==> src/rtl/rat_pkg.sv <==
// Shared sizing and tag types for the register alias table.
package rat_pkg;

    localparam int unsigned NUM_ARCH = 32;
    localparam int unsigned AREG_W   = 5;
    localparam int unsigned PTAG_W   = 6;

    typedef logic [AREG_W-1:0] areg_t;
    typedef logic [PTAG_W-1:0] ptag_t;

endpackage

==> src/rtl/rat_ckpt.sv <==
// Shadow copy of the alias table for checkpoint save/restore.
// Built only when RAT_CHECKPOINT_EN is defined.
module rat_ckpt
    import rat_pkg::*;
#(
    parameter int unsigned NumEntries = NUM_ARCH,
    parameter int unsigned TagWidth   = PTAG_W
) (
    input  logic                                  clk,
    input  logic                                  reset,
    input  logic                                  ckptSave,
    input  logic                                  ckptRestore,
    input  logic [NumEntries-1:0][TagWidth-1:0]   tblNext,
    output logic [NumEntries-1:0][TagWidth-1:0]   shadow
);

    // Capture the post-write table on save; a simultaneous restore keeps the old shadow.
    always_ff @(posedge clk or negedge reset) begin
        if (!reset) begin
            for (int i = 0; i < int'(NumEntries); i++) begin
                shadow[i] <= TagWidth'(i);
            end
        end else if (ckptSave && !ckptRestore) begin
            shadow <= tblNext;
        end
    end

endmodule

==> src/rtl/rat_table.sv <==
// Register alias table: architectural index -> physical tag, three
// combinational read ports, one rename write port, entry 0 hardwired to 0.
// Optional checkpoint shadow enabled by defining RAT_CHECKPOINT_EN.
module rat_table #(
    parameter int unsigned NUM_ARCH = rat_pkg::NUM_ARCH,
    parameter int unsigned AREG_W   = rat_pkg::AREG_W,
    parameter int unsigned PTAG_W   = rat_pkg::PTAG_W
) (
    input  logic              clk,
    input  logic              reset,
`ifdef RAT_CHECKPOINT_EN
    input  logic              ckpt_save,
    input  logic              ckpt_restore,
`endif
    input  logic [AREG_W-1:0] raddrRATsr1,
    output logic [PTAG_W-1:0] rdataRATsr1,
    input  logic [AREG_W-1:0] raddrRATsr2,
    output logic [PTAG_W-1:0] rdataRATsr2,
    input  logic [AREG_W-1:0] raddrRATdest,
    output logic [PTAG_W-1:0] rdataRATdest,
    input  logic              wenRATdest,
    input  logic [AREG_W-1:0] waddrRATdest,
    input  logic [PTAG_W-1:0] wdataRATdest
);

    logic [NUM_ARCH-1:0][PTAG_W-1:0] tbl;
    logic [NUM_ARCH-1:0][PTAG_W-1:0] tblNext;
    logic [NUM_ARCH-1:0][PTAG_W-1:0] tblLoad;

    // Table contents after this cycle's rename write; x0 never changes.
    always_comb begin
        tblNext = tbl;
        if (wenRATdest && (waddrRATdest != '0)) begin
            tblNext[waddrRATdest] = wdataRATdest;
        end
        tblNext[0] = '0;
    end

`ifdef RAT_CHECKPOINT_EN
    logic [NUM_ARCH-1:0][PTAG_W-1:0] shadow;

    rat_ckpt #(
        .NumEntries (NUM_ARCH),
        .TagWidth   (PTAG_W)
    ) u_ckpt (
        .clk         (clk),
        .reset       (reset),
        .ckptSave    (ckpt_save),
        .ckptRestore (ckpt_restore),
        .tblNext     (tblNext),
        .shadow      (shadow)
    );

    // Restore wins over the rename write.
    assign tblLoad = ckpt_restore ? shadow : tblNext;
`else
    assign tblLoad = tblNext;
`endif

    // Table state: identity map while reset is low, otherwise load next contents.
    always_ff @(posedge clk or negedge reset) begin
        if (!reset) begin
            for (int i = 0; i < int'(NUM_ARCH); i++) begin
                tbl[i] <= PTAG_W'(i);
            end
        end else begin
            tbl <= tblLoad;
        end
    end

    // Unbypassed combinational reads of the registered table.
    assign rdataRATsr1  = tbl[raddrRATsr1];
    assign rdataRATsr2  = tbl[raddrRATsr2];
    assign rdataRATdest = tbl[raddrRATdest];

endmodule

==> config.mk <==
export PLATFORM = sky130hd
export DESIGN_NAME = rat_table
export DESIGN_NICKNAME = d
export VERILOG_FILES = /design/src/rtl/rat_pkg.sv /design/src/rtl/rat_ckpt.sv /design/src/rtl/rat_table.sv
export SDC_FILE = /design/constraint.sdc
export NUM_CORES = 1
export LEC_CHECK = 0
export CAP_MARGIN = 25
export CORE_UTILIZATION = 43
export CTS_CLUSTER_SIZE = 14
export DETAILED_ROUTE_END_ITERATION = 8
export PLACE_DENSITY_LB_ADDON = 0.05
export SYNTH_ARGS = -nofsm -noshare
export SYNTH_HDL_FRONTEND = slang
export SYNTH_SLANG_ARGS = --single-unit
export TNS_END_PERCENT = 20
==> constraint.sdc <==
create_clock -name clk -period 2 [get_ports clk]
set_input_delay 0.4 -clock clk [delete_from_list [all_inputs] [get_ports clk]]
set_output_delay 0.4 -clock clk [all_outputs]
set_load 0.01 [all_outputs]
* Word-level counts from Yosys, hierarchy flattened
Cells that the tools add are included.
** Word-level totals
- Bits in registers :: 186
- Input bits :: 29
** Cells by class
- $lt $le $gt $ge :: 5
- Reduce and logical (&&, ||, !) cells :: 3
- Muxes and demuxes :: 9
** Operator list (count)
- bitwise mux 192 bit :: 1
- binary-select mux 6 bit (select 5 bit) :: 3
- demux 6 bit (select 5 bit) :: 1
- less-than comparator 5 x 6 -> 1 bit, second input constant :: 4
- two-way mux 6 bit :: 4
- >= comparator 5 x 1 -> 1 bit, second input constant :: 1
- nonzero test 5 bit :: 1
- logical AND 1 bit :: 2

* Longest topological paths before layout
- Word-level depth :: 5
- Depth in mapped cells :: 7
- Mapped depth without buffers :: 4

* Worst setup path before layout
Ideal clock, no wire load.
- Path kind :: input to output
- Start point :: input raddrRATdest[0]
- End point :: output rdataRATdest[3]
- Slack :: -0.067 ns
- Data arrival time :: 1.667 ns
- Stages on the path :: 6
- Path through :: buf_6 buf_8 mux4_2 a22o_1 o21ai_1 o31ai_1
** On the way
- Longest elaborated chain between the ends :: 2
** RTL lines
- start: declaration :: line rat_table.sv:19 : input logic [AREG_W-1:0] raddrRATdest,
- binary-select mux 6 bit (select 5 bit) :: line rat_table.sv:74 : assign rdataRATdest = tbl[raddrRATdest];
- two-way mux 6 bit (not written as such) :: line rat_table.sv:74
- end: declaration :: line rat_table.sv:20 : output logic [PTAG_W-1:0] rdataRATdest,
Every way passes these cells. The select of a mux whose other input is x is not followed.

* Worst setup path in the final report
- Start point :: register tbl[151] (netlist bit)
- End point :: output rdataRATdest[1]
** On the way
- Longest elaborated chain between the ends :: 2
** RTL lines
- start: declaration :: line rat_table.sv:26 : logic [NUM_ARCH-1:0][PTAG_W-1:0] tbl;
- start signal: indexed assignment :: line rat_table.sv:64 : tbl[i] <= PTAG_W'(i);
- start signal: assignment :: line rat_table.sv:67 : tbl <= tblLoad;
- binary-select mux 6 bit (select 5 bit) :: line rat_table.sv:74
- two-way mux 6 bit (not written as such) :: line rat_table.sv:74
Every way passes these cells. The select of a mux whose other input is x is not followed.

==> flow_summary_export.csv <==
group,metric,value,unit
yosys,avgSynthCellArea,14.71,um2
global_route,grt_pass1_vias,8420,
yosys,synthXorXnorAreaFrac,0,
sta,skew,0,ns
cells_and_area,utilization,0.5225,
setup_path,path_cells,"mux4_2, a22o_1, o21ai_2, o31ai_2, buf_2",
power_and_ir_drop,p_per_area,858.1,mW/mm2
clock_network,clk_latency,0.44,ns
cells_and_area,antennaDiodeCount,0,
sta,layout_min_cycle_time,2.547,ns
route,wl_per_cell,28.83,um
yosys,yosys.area_share.simple,0.04083,
hold_path,hold_path.class,"input port to asynchronous set/reset pin",
cells_and_area,largest_register_ffs,186,
cells_and_area,drive_gt1_frac,0.6534,
route,dr_total_vias,8366,
placement,dp_hpwl,28.12,mm
sta,finalHoldViolations,0,
sta,period_share,1.274,
floorplan,rows,61,
sta,setup_slack,-0.5470,ns
sta,setup_viol,18,
setup_path,critPathSlowestCell,"mux4_2",
clock_network,cts_root_buffer,"clkbuf_16",
floorplan,core_area,0.02786,mm2
power_and_ir_drop,switching_share,0.3092,
sta,rsz0062_at_grt,"yes",
setup_path,r2r_cells,2,
yosys,synth_top_family_by_area,"multiplexers",
power_and_ir_drop,ir_drop,0.5749,mV
global_route,grt_pass1_wl,57.11,mm
clock_network,ctsHtreeMaxLevel,4,
clock_network,cts-buffers-inserted,17,
clock_network,cts.path.max_buffers,2,
run_status,failed_checks,"setup timing",
route,wirelength,38.35,mm
setup_path,start_kind,"register",
setup_path,endpoint_kind,"primary output",
setup_path,worstPathRequired,1.60,ns
floorplan,start_util,0.4389,
yosys,muxShareOfSynthArea,0.4433,
floorplan,die_w,170.6,um
power_and_ir_drop,seq_power_share,0.442,
setup_path,path_class,"register to primary output",
floorplan,fp.dieH,170.6,um
power_and_ir_drop,switching_power,0.003862,W
cells_and_area,regMostFlops,"tbl",
clock_network,cts_tree,"built",
setup_path,crit_path_max_incr_delay,0.50,ns
yosys,synthAdderAreaFrac,0,
floorplan,dieArea,0.02912,mm2
sta,fmax,0.3926,GHz
clock_network,clk_pin_slew,0.08,ns
global_route,grt_antenna_before_repair,0,
sta,slew_viol_final,0,
flow_run,cap_viol_max_count,0,
sta,tightestPinTransition,0.4416,ns
run_status,status,"complete, but fails checks",
clock_network,clkSinkCount,186,
power_and_ir_drop,pwr-share-comb,0.293,
yosys,synth_nets,860,
global_route,grt_overflow,0,
yosys,synthArstFlopShare,1.000,
global_route,grt_max_degree,58,
yosys,synth_seq_cells,186,
route,route.detailed.drc,0,
setup_path,critical_path.max_fanout,4,
yosys,synth-compound-area-share,0.08575,
route,first_pass_iters,5,
placement,port_buffers,46,
yosys,postSynth.topFlopCell,"dfrtp_1",
cells_and_area,nNetsFinal,968,
route,drt_iter0_drc,658,
yosys,netlist_instances,831,
yosys,synth_area,0.01223,mm2
placement,gp_congestion,0.8987,
yosys,synth-edff-count,0,
power_and_ir_drop,p_int,0.008628,W
yosys,ys_types,37,
yosys,yosysWarnings,0,
global_route,grt_usage,0.2764,
route,ant_nets,0,
setup_path,arrival,2.15,ns
floorplan,pin_count,47,
cells_and_area,reg_top3,"tbl x186",
power_and_ir_drop,power_leakage,5.958,nW
route,vias_per_cell,6.290,
yosys,yosysSeqAreaShare,0.3888,
power_and_ir_drop,pwr-share-clk,0.265,
sta,tns,-9.018,ns
sta,relSlewSlack,0.7056,
cells_and_area,syn2layout_area_growth,19.03,%
==> through the flow <==
stage	cell area (um2)	cells	hold WS, ns	setup WS (ns)	power, W
finish	14560	1330	0.4520	-0.5470	0.01249
global route	14560	1330	0.4768	-0.5768	0.01300
CTS	14520	1330	0.4632	-0.5770	0.01251
detailed placement	13780	1293	0.3517	-1.221	0.009117
global placement	13780	1293	0.3433	-1.198	0.009018
floorplan	12300	831	0.1044	-0.01641	0.007704
==> cell usage in the layout, fill, tap and decap left out, types with 18 or more instances in the layout <==
cell type | Yosys | layout
mux2_2 | 222 | 222
buf_12 | 5 | 31
mux2i_1 | 36 | 35
dfrtp_1 | 106 | 106
mux4_2 | 74 | 90
buf_4 | 0 | 76
a22o_1 | 36 | 34
mux4_1 | 34 | 18
a31oi_1 | 18 | 18
dfstp_2 | 80 | 80
buf_2 | 12 | 19
==> synth_stat cells (7+ instances only) <==
cell,instances,area share
mux2_2,222,0.20
dfrtp_1,106,0.22
dfstp_2,80,0.17
mux4_2,74,0.14
a22o_1,36,0.026
mux2i_1,36,0.029
mux4_1,34,0.073
clkbuf_1,29,0.0089
and2_1,21,0.011
a22oi_1,18,0.011
a31oi_1,18,0.0092
nand2_1,16,0.0049
nor2_1,16,0.0049
buf_2,12,0.0049
o21ai_1,12,0.0049
o221a_1,11,0.010
o31ai_1,11,0.0068
buf_1,7,0.0021
buf_6,7,0.0064
o221a_2,7,0.0064
o31ai_2,7,0.0072
==> critical path: cells and delay by family (launching register included) <==
kind,cells,cell delay (ns)
AOI/OAI and AO/OA,3,0.62
muxes,1,0.50
buffers and inverters,1,0.16
DFF,1,0.42
==> power groups by stage <==
stage	Combinational (W)	Clock [W]	Sequential, W
finish	0.00366	0.00331	0.00552
global route	0.00386	0.00351	0.00563
CTS	0.00363	0.00338	0.00549
detailed placement	0.00357	0	0.00554
global placement	0.00353	0	0.00549
floorplan	0.00248	0	0.00522
==> metal layers <==
metal	up-vias	wire [um]	GRT usage
met3	40	2249	0.04904
met4	0	937	0.08656
met5	-	0	0
met1	4443	17170	0.3896
li1	3572	-	-
met2	311	18000	0.4330
==> cell families (layout without fill, tap and decap cells) <==
logic type,Yosys count,after routing
mux,366,366
flops,186,186
buf+inv,69,190
simple gates,84,84
compound gates,126,126
==> repair_timing <==
item | in CTS | in global routing
gates cloned | 2 | 0
hold endpoints to repair | 18 | 0
endpoints found under the setup margin | 18 | 18
pin swaps | 36 | 18
hold buffers | 1 | 0
gates resized for setup | 123 | 12
buffers inserted | 6 | 1
==> path summary, 6_finish.rpt <==
| check | start | end | slack [ns] |
|---|---|---|---|
| min | reset | tbl[120] | 0.45 |
| max | tbl[151] | rdataRATdest[1] | -0.55 |
| max in group asynchronous | reset | tbl[66] | 0.80 |
| min reg2reg | tbl[59] | tbl[59] | 0.55 |
| max reg2reg | tbl[120] | tbl[120] | 1.06 |
| min in group clk | tbl[59] | tbl[59] | 0.55 |
==> area by class of cell <==
type | instances | area (um2)
Tap cell | 378 | 473.0
Sequential cell | 186 | 4755
Clock inverter | 12 | 118.9
Fill cell | 2368 | 13300
Timing Repair Buffer | 158 | 1653
Clock buffer | 20 | 446.7
Multi-Input combinational cell | 576 | 7109
Power figures use the tool's default switching activity.
==> edit, RTL diff (same flow settings) <==
`AREG_W`: 5 -> 10.
--- a/src/rtl/rat_pkg.sv
+++ b/src/rtl/rat_pkg.sv
@@ -2,7 +2,7 @@
 package rat_pkg;
 
     localparam int unsigned NUM_ARCH = 32;
-    localparam int unsigned AREG_W   = 5;
+    localparam int unsigned AREG_W   = 10;
     localparam int unsigned PTAG_W   = 6;
 
     typedef logic [AREG_W-1:0] areg_t;
Ports: changed (resized raddrRATdest, raddrRATsr1, raddrRATsr2 and waddrRATdest); port bits go from 47 to 67. The function was not compared with the original's and may differ.
==> edit against the original RTL <==
Synthesized cell count grew 0.60%. The run still ends with negative setup slack left. Sequential cell count is the same. Area after synthesis shrank 2.0%. Core utilization grew 6.2 points. Design area grew 9.2%. Setup slack lost 0.034 ns. Routed wire length grew 4.9%. Non-clock buffer count grew 97.
Power is not compared: it rests on default switching activity, and its combinational part moved more than twofold at a synthesized area within 25%.
==> edit: results (changes against the original RTL) <==
| Metric | Value |
|---|---|
| Status | finished with violations (unchanged) |
| Failing checks | negative setup slack (unchanged) |
| Least-Margin Pin Slew | 0.5117 ns (was 0.4416 ns) |
| Syn Area/Cell | 14.33 sq um (was 14.71 sq um) |
| Worst Path Max Fanout | 3 (was 4) |
| Wire per inst | 28.21 um (was 28.83 um) |
| WHS | 0.4631 ns (was 0.4520 ns) |
| Post-CTS Setup Bufs | 10 (was 6) |
| Total Power | 8.622 mW |
| Critical register-to-register path endpoint | tbl[89] (was tbl[120]) |
| Worst setup path end | rdataRATsr1[2] (was rdataRATdest[1]) |
| Netlist cell types | 36 (was 37) |
| Met3 Use GR | 4.980% (was 4.904%) |
| FF-to-FF Start | tbl[89] (was tbl[120]) |
| Met1 usage | 37.84% (was 38.96%) |
| Port Buffers | 51 (was 46) |
| Final Setup Violations | 26 (was 18) |
| Total global-route track usage | 29.43% (was 27.64%) |
| Worst setup path start | tbl[152] (was tbl[151]) |
| Sequential-to-total area share from yosys stat | 39.68% (was 38.88%) |
| WL met2 | 19,990 um (was 18,000 um) |
| Met2 Use GR | 49.71% (was 43.30%) |
| Gp weighted congestion | 0.8889 (was 0.8987) |
| Final Worst Setup Slack | -0.5808 ns (was -0.5470 ns) |
| Wire length on met1 | 16,390 um (was 17,170 um) |
| Post-Route WL | 40,230 um (was 38,350 um) |
| Filler instances | 2,195 (was 2,368) |
| Top area cells in the synthesized netlist | dfrtp_1, mux4_2, mux2_2 (was dfrtp_1, mux2_2, dfstp_2) |
| Post-DP HPWL | 29,330 um (was 28,120 um) |
| Via density | 6.224 (was 6.290) |
| Worst slack, placed | -1.018 ns (was -1.221 ns) |
| Final nets | 1,090 (was 968) |
| Layout cell share with drive strength beyond 1 | 72.30% (was 65.34%) |
| Post_cts resized | 194 (was 123) |
| Initial DRC count | 756 (was 658) |
| Cell total after placement | 1,383 (was 1,293) |
[edit: cell count changes in the layout (fill, tap and decap cells not counted), moves of 16 or more]
cell / change
buf_4: +65
buf_6: +18
mux2_2: -54
mux2_4: +47
mux4_1: -18
mux4_2: +18
nor3_4: +16
[edit: final cells by class]
class	count	area, sq um	share of cell area [%]
Tap cell	372	465.4	2.929
Inverter	1	3.754	0.02362
Multi-Input combinational cell	580	7536	47.42
Clock inverter	14	152.6	0.9605
Clock buffer	18	429.2	2.700
Sequential cell	186	4755	29.92
Timing Repair Buffer	255	2551	16.05
[edit: worst min path at each step]
stage,from,to,cells after the start
6_report,reset,tbl[72],2
3_5_place_dp,reset,tbl[72],1
4_1_cts,reset,tbl[72],2
3_3_place_gp,reset,tbl[72],1
2_1_floorplan,reset,tbl[101],0
5_1_grt,reset,tbl[72],2
[edit: cell families after synthesis]
group                  share of synthesized area (%)
AO/OA/AOI/OAI                                  8.072
buffers and inverters                          2.496
flip-flops                                     39.68
multiplexers                                   44.18
AND/OR/NAND/NOR                                5.566
